[config.mk]
export PLATFORM = sky130hd
export DESIGN_NAME = lif_ring_reservoir
export DESIGN_NICKNAME = d
export VERILOG_FILES = /design/src/rtl/lif_ring_reservoir.sv
export SDC_FILE = /design/constraint.sdc
export NUM_CORES = 2
export LEC_CHECK = 0
export ABC_AREA = 1
export CAP_MARGIN = 10
export CELL_PAD_IN_SITES_DETAIL_PLACEMENT = 0
export CELL_PAD_IN_SITES_GLOBAL_PLACEMENT = 2
export CORE_MARGIN = 1.5
export CORE_UTILIZATION = 40
export DETAILED_ROUTE_END_ITERATION = 7
export HOLD_SLACK_MARGIN = 0.15
export PLACE_DENSITY_LB_ADDON = 0.3
export SYNTH_ARGS = -nofsm -noshare
export SYNTH_HDL_FRONTEND = slang
export SYNTH_SLANG_ARGS = --single-unit
[constraint.sdc]
create_clock -name clk -period 11.6 [get_ports clk]
set_input_delay 2.9 -clock clk [delete_from_list [all_inputs] [get_ports clk]]
set_output_delay 2.9 -clock clk [all_outputs]
set_load 0.03 [all_outputs]
[src/rtl/lif_ring_reservoir.sv]
// Ring reservoir of N leaky integrate-and-fire neurons. Each neuron integrates a
// masked shared input plus its predecessor's spike; spikes are counted per window.
module lif_ring_reservoir #(
   parameter int N          = 10,
   parameter int W          = 24,
   parameter int IN_W       = 16,
   parameter int THRESH     = 1024,
   parameter int LEAK_SHIFT = 4,
   parameter int W_REC      = 512,
   parameter int REFRAC     = 2,
   parameter int WINDOW     = 64,
   parameter int CW         = 8
) (
   input  logic                  clk,
   input  logic                  rst,
   input  logic                  in_valid,
   input  logic [IN_W-1:0]       ext_in,
   input  logic [N-1:0]          ext_mask,
   input  logic                  ring_en,
   output logic [N-1:0]          spikes,
   output logic                  win_valid,
   output logic [N*CW-1:0]       counts,
   input  logic [$clog2(N)-1:0]  rd_idx,
   output logic [W-1:0]          rd_vmem
);

   localparam int IW  = $clog2(N);
   localparam int RW  = (REFRAC > 0) ? $clog2(REFRAC + 1) : 1;
   localparam int WCW = (WINDOW > 1) ? $clog2(WINDOW) : 1;

   localparam logic signed [W+1:0] S_MAX    = {3'b000, {(W-1){1'b1}}};
   localparam logic signed [W+1:0] S_MIN    = {3'b111, {(W-1){1'b0}}};
   localparam logic signed [W-1:0] S_MAX_W  = {1'b0, {(W-1){1'b1}}};
   localparam logic signed [W-1:0] S_MIN_W  = {1'b1, {(W-1){1'b0}}};
   localparam logic signed [W+1:0] REC_X    = (W+2)'(W_REC);
   localparam logic signed [W-1:0] THR      = W'(THRESH);
   localparam logic [RW-1:0]       REF_LOAD = RW'(REFRAC);
   localparam logic [WCW-1:0]      WIN_LAST = WCW'(WINDOW - 1);

   logic signed [W-1:0]    v_q [N];
   logic signed [W-1:0]    v_d [N];
   logic [RW-1:0]          ref_q [N];
   logic [RW-1:0]          ref_d [N];
   logic [N-1:0]           spk_q, spk_d;
   logic [N-1:0][CW-1:0]   cnt_q, cnt_d;
   logic [N-1:0][CW-1:0]   counts_q, counts_d;
   logic [WCW-1:0]         win_cnt_q, win_cnt_d;
   logic                   win_valid_q, win_valid_d;

   logic signed [W-1:0]    s_sat [N];
   logic [N-1:0]           spk_nx;
   logic [N-1:0][CW-1:0]   cnt_sat;

   for (genvar g = 0; g < N; g++) begin : g_neuron
      localparam int PRED = (g == 0) ? N - 1 : g - 1;

      logic signed [W+1:0] v_ext;
      logic signed [W+1:0] inp_ext;
      logic signed [W+1:0] rec_ext;
      logic signed [W+1:0] s_full;
      logic signed [W-1:0] s_clip;
      logic [CW:0]         cnt_sum;

      // Two guard bits keep the leak/input/recurrent sum exact before clamping.
      always_comb begin
         v_ext   = {{2{v_q[g][W-1]}}, v_q[g]};
         inp_ext = ext_mask[g] ? {{(W+2-IN_W){ext_in[IN_W-1]}}, ext_in} : '0;
         rec_ext = (ring_en && spk_q[PRED]) ? REC_X : '0;
         s_full  = v_ext - (v_ext >>> LEAK_SHIFT) + inp_ext + rec_ext;
         if (s_full > S_MAX) begin
            s_clip = S_MAX_W;
         end else if (s_full < S_MIN) begin
            s_clip = S_MIN_W;
         end else begin
            s_clip = s_full[W-1:0];
         end
      end

      assign s_sat[g]   = s_clip;
      assign spk_nx[g]  = (ref_q[g] == '0) && (s_clip >= THR);
      assign cnt_sum    = {1'b0, cnt_q[g]} + {{CW{1'b0}}, spk_nx[g]};
      assign cnt_sat[g] = cnt_sum[CW] ? {CW{1'b1}} : cnt_sum[CW-1:0];
   end

   always_comb begin
      v_d         = v_q;
      ref_d       = ref_q;
      spk_d       = spk_q;
      cnt_d       = cnt_q;
      counts_d    = counts_q;
      win_cnt_d   = win_cnt_q;
      win_valid_d = 1'b0;
      if (in_valid) begin
         spk_d = spk_nx;
         for (int i = 0; i < N; i++) begin
            if (ref_q[i] != '0) begin
               v_d[i]   = '0;
               ref_d[i] = ref_q[i] - RW'(1);
            end else if (spk_nx[i]) begin
               v_d[i]   = '0;
               ref_d[i] = REF_LOAD;
            end else begin
               v_d[i]   = s_sat[i];
            end
         end
         // The closing step's own spikes belong to the window being latched.
         if (win_cnt_q == WIN_LAST) begin
            counts_d    = cnt_sat;
            cnt_d       = '0;
            win_cnt_d   = '0;
            win_valid_d = 1'b1;
         end else begin
            cnt_d       = cnt_sat;
            win_cnt_d   = win_cnt_q + WCW'(1);
         end
      end
   end

   always_ff @(posedge clk or negedge rst) begin
      if (!rst) begin
         for (int i = 0; i < N; i++) begin
            v_q[i]   <= '0;
            ref_q[i] <= '0;
         end
         spk_q       <= '0;
         cnt_q       <= '0;
         counts_q    <= '0;
         win_cnt_q   <= '0;
         win_valid_q <= 1'b0;
      end else begin
         v_q         <= v_d;
         ref_q       <= ref_d;
         spk_q       <= spk_d;
         cnt_q       <= cnt_d;
         counts_q    <= counts_d;
         win_cnt_q   <= win_cnt_d;
         win_valid_q <= win_valid_d;
      end
   end

   always_comb begin
      rd_vmem = '0;
      for (int i = 0; i < N; i++) begin
         if (rd_idx == IW'(i)) begin
            rd_vmem = v_q[i];
         end
      end
   end

   assign spikes    = spk_q;
   assign win_valid = win_valid_q;
   assign counts    = counts_q;

endmodule

Word level (Yosys, flattened, before mapping)
Index checks and enable logic that the tools add are counted.
- eq/ne operators: 10
- $add $sub $neg: 51
- muxes and demuxes: 104
- order comparisons: 30
- reductions and logical operators: 62
- operator list (cell ; count):
    $mux 24 ; 50
    $add 25x26->26 ; 10
    $add 26x11->26 ; 10
    $gt 26x24->1 const B ; 10
    $lt 26x24->1 const B ; 10
    $mux 26 ; 10
    $sub 24x20->25 ; 10
    $ge 24x12->1 const B ; 10
    $mux 10 ; 10
    $add 8x1->9 ; 10
    $mux 8 ; 10
    $mux 80 ; 1
    $mux 2 ; 20
    $reduce_bool 2->1 ; 20
    $reduce_and 2->1 ; 11
    $logic_and 1x1->1 ; 20
    $logic_not 2->1 ; 10
    $sub 2x1->2 const B ; 10
    $eq 4x3->1 const B ; 4
    $eq 4x2->1 const B ; 2
    $eq 4x4->1 const B ; 2
    $add 6x1->6 const B ; 1
    $eq 6x6->1 const B ; 1
    $mux 6 ; 1
    other kinds (3) ; 4
- bits of input ports: 34
- output and inout bits: 115
- flip-flop bits (word level): 437

Longest topological paths before layout
- depth after elaboration: 11
- gate-level depth with buffers: 38
- gate-level depth less buffers: 35

Least setup slack after synthesis
OpenSTA, ideal clock, no wires.
- path type: input to register
- start: input ext_mask[7]
- end: register cnt_q[62] (netlist name)
- path slack: 4.161 ns
- stages: 36
- data arrival time: 7.356 ns
- path through: clkbuf_2 -> clkbuf_1 -> nand2_1 -> inv_1 -> fa_1 -> fa_1 -> ha_1 -> nand2_1 -> nor2_2 -> nand2_1 -> nor2_1 -> nand2_1 -> nand3_1 -> nand2_1 -> nand2_1 -> nand2_1 -> nand2_4 -> buf_6 -> o21ai_2 -> nand3_1 -> nor2_1 -> nand3_1 -> nand2_2 -> nor2_1 -> ha_1 -> ha_1 -> nand2_1 -> nor2_1 -> inv_1 -> nor2_1 -> inv_1 -> nor2_1 -> inv_1 -> o21ai_0 -> nand3_1 -> o21ai_0
- cells in the longest elaborated chain, start to end: 11
- elaborated cells on any way between the ends: 12
- those cells by class: 3 x add/sub; 3 x order compare; 5 x mux; 1 x reduce/logical
- RTL lines (what ; RTL line ; RTL):
    from (decl) ; 18 ; input logic [N-1:0] ext_mask,
    $mux 26 * ; 67 ; inp_ext = ext_mask[g] ? {{(W+2-IN_W){ext_in[IN_W-1]}}, ext_in} : '0;
    $add 25x26->26 * ; 69 ; s_full = v_ext - (v_ext >>> LEAK_SHIFT) + inp_ext + rec_ext;
    $add 26x11->26 * ; 69 ;
    $lt 26x24->1 ; 72 ; end else if (s_full < S_MIN) begin
    $mux 24 ; 72 ;
    $mux 24 * ; 70 ; if (s_full > S_MAX) begin
    $ge 24x12->1 * ; 80 ; assign spk_nx[g] = (ref_q[g] == '0) && (s_clip >= THR);
    $logic_and 1x1->1 * ; 80 ;
    net spk_nx[7] ; 51 ; logic [N-1:0] spk_nx;
    $add 8x1->9 * ; 81 ; assign cnt_sum = {1'b0, cnt_q[g]} + {{CW{1'b0}}, spk_nx[g]};
    $mux 8 * ; 82 ; assign cnt_sat[g] = cnt_sum[CW] ? {CW{1'b1}} : cnt_sum[CW-1:0];
    $mux 80 * ; 107 ; if (win_cnt_q == WIN_LAST) begin
    to (signal assigned) ; 134 ; cnt_q <= cnt_d;
    to (decl) ; 45 ; logic [N-1:0][CW-1:0] cnt_q, cnt_d;
The timed path passes the listed nets; every way through them passes the cells marked *.
A chain may end at the register's enable or synchronous reset.

Final worst setup path
- start: input rd_idx[2]
- end: output rd_vmem[13]
- cells in the longest elaborated chain, start to end: 11
- elaborated cells on any way between the ends: 20
- those cells by class: 9 x eq/ne; 10 x mux; 1 x reduce/logical
- RTL lines (what ; RTL line ; RTL):
    from (decl) ; 23 ; input logic [$clog2(N)-1:0] rd_idx,
    $logic_not 4->1 ; 144 ; if (rd_idx == IW'(i)) begin
    $mux 24 (9 in a row) ; 144 ;
    $mux 24 * ; 144 ;
    to (decl) ; 24 ; output logic [W-1:0] rd_vmem
Every way passes the cells marked *; elsewhere a longest branch is shown, timed or not.

==> impl_results.md <==
- Status: finished clean
- DR vias/cell: 5.24
- Fin crit period: 10450 ps
- Number of global-route vias before repair: 42064
- Post-detail-place hpwl: 132000 um
- Layout Nets: 7405
- Clock transition at path regs: 60 ps
- WHS Endpoint: ref_q[6]$_DFFE_PN0P_
- Top cells by area, synth: dfrtp_1, nand2_1, ha_1, fa_1, inv_1
- CTS Buf Count: 58
- Die width: 348 um
- Ys flop type: dfrtp_1
- Synth async-reset ratio: 100%
- Req. time, crit path: 8700 ps
- Root buffer cell: clkbuf_16
- Clock Sinks: 437
- GRT overflow: 0
- Synth warn: 0
- Cell area after layout: 52500 um^2
- Hold Slack: 466 ps
- Slack of the worst reg-to-reg path: 5280 ps
- Most common cell in the synthesized netlist: nand2_1
- First-pass GRT wire length: 255000 um
- Critical path type: input pin to output pin
- Netlist cell types: 54
- Worst-path fanout max: 19
- Final Cycle Share: 90.1%
- Proportion of layout cells with a drive suffix above 1: 6.30%
- CTS tree: done
- Launching point of the worst reg2reg path: g_neuron[3].v_ext[13]$_DFFE_PN0P_
- Path depth of the worst reg2reg path: 32
- Initial antenna violation count: 5
- Detailed router's first-iteration violation count: 3371
- Synthesized flop and latch total: 437
- Crit start category: input pin
- PortBufs: 148
- Number of synthesized flops with an enable pin: 0
- Worst-Skew Late Latency: 680 ps
- Starting Density: 40.4%
- Avg WL per Cell: 20.1 um
- Rows: 126
- Post-Syn Instances: 6573
- I/O pins: 149
- HP Start: ref_q[6]$_DFFE_PN0P_
- Max Buffers Root-to-Sink: 3
- Dpl cell area: 50500 um^2
- Maxcap violations: 0
- Mapped Area: 47700 um^2
- Yosys top cell by area: dfrtp_1
- Post-Route WL: 165000 um
- Die Ht: 348 um
- Post-CTS Setup Bufs: 0
- Clock Skews: 46.2 ps
- Die area: 121000 um^2
- Core Area: 118000 um^2
- GP Congestion: 0.950
- Fmax: 95.7 MHz
- Pin count of the biggest net entering global routing: 158
- Layout area overhead: 10.1%
- 1st-pass router iterations: 5
- Final setup vio count: 0
- Worst hold path depth: 2
- Unrepaired setup endpoints after global routing: no
- Final Hold Vio Count: 0
- CTS Hold Bufs: 0
- Synthesized Nets: 7358
- Crit Reg-Reg Endpoint: cnt_q[30]$_DFFE_PN0P_
- Final slew viol count: 0
- Worst min path class: flip-flop to flip-flop
- GRT Util Overall: 27.1%
- H-tree Lvls: 2
- Post-synth top cells: nand2_1, inv_1, ha_1
- Slew @ Worst Pin: 1080 ps
- Critical Path Sink Type: output pin
- Share of the synthesized area in the top cell type: 22.9%
- CP arrival: 7550 ps
- Post-cts resize count: 0
- TNS Setup: 0 ps
- Routed Antenna Nets: 0
- # DRC: 0
- Sequential-to-total area share from yosys stat: 22.9%
- Rel. slew slack: 26.1%
- Synthesized area per cell: 7.25 um^2
- Vias: 43005
## final cells by class
class	instances	area (um^2)
Antenna cell	4	10.0
Sequential cell	437	10900
Fill cell	12332	65600
Timing Repair Buffer	192	1850
Clock inverter	21	277
Inverter	1008	3790
Clock buffer	85	1730
Multi-Input combinational cell	4923	32000
Tap cell	1536	1920
## stage by stage
stage               std cells  setup slack [ps]  util [%]
floorplan                6573              4160         -
global placement         8096              1390      42.7
detailed placement       8096              1360      42.7
CTS                      8202              1330      44.5
global route             8204              1260      44.5
finish                   8206              1150      44.5
## logic make-up (layout without fill, tap and decap cells)
kind of cell	count (synthesis)	count (layout)	synth area share, %
AND/OR/NAND/NOR	2873	2873	24.6
buffers and inverters	1213	1306	10.0
AO/OA/AOI/OAI	1128	1128	15.8
adder cells (fa/ha/maj)	751	751	23.5
flip-flops	437	437	22.9
XOR/XNOR	171	171	3.14
other	0	4	0
## worst max-delay path: stages
cell and delay (ps):
clkdlybuf4s50_1 550, nor2_1 140, nand2_1 320, clkinv_1 540, a21oi_1 600, o221ai_1 450
a2111oi_0 920, o221ai_1 420, clkdlybuf4s50_1 690
## layout by cell type, fill, tap and decap left out, types with 41 or more instances in the layout
cell	netlist	final
ha_1	511	511
clkbuf_16	0	59
nor2_1	451	450
inv_1	991	991
nand2_1	1952	1951
a21oi_1	286	286
xnor2_1	94	94
fa_1	240	240
o22ai_1	85	85
nand4_1	63	63
xor2_1	77	77
dfrtp_1	437	437
nor3_1	50	50
o21ai_0	394	394
o22ai_2	179	179
nand3_1	243	242
clkdlybuf4s50_1	0	144
buf_4	6	41
## routing by layer
metal | wire length, um | share of wire, % | global-route usage [%]
met5 | 0 | 0 | 0
met3 | 7930 | 4.8 | 3.01
met1 | 80500 | 49 | 39.7
met4 | 5080 | 3.1 | 7.77
met2 | 71500 | 43 | 41.7
## worst max-delay path by stage
stage           startpoint                    end  depth (start not counted)
5_1_grt          rd_idx[3]            rd_vmem[13]                          9
4_1_cts          rd_idx[2]            rd_vmem[13]                          9
2_1_floorplan  ext_mask[7]  cnt_q[62]$_DFFE_PN0P_                         36
3_3_place_gp     rd_idx[2]            rd_vmem[17]                          9
3_5_place_dp     rd_idx[2]            rd_vmem[13]                          9
6_report         rd_idx[2]            rd_vmem[13]                          9
## flip-flops by register name, summed over array words and instances (netlist names)
register / cells
ref_q: 20
g_neuron.v_ext: 240
counts: 80
win_cnt_q: 6
win_valid: 1
cnt_q: 80
spikes: 10
Power is not shown: default switching activity piles up to over one toggle a cycle in this logic, so the estimate is an artifact.
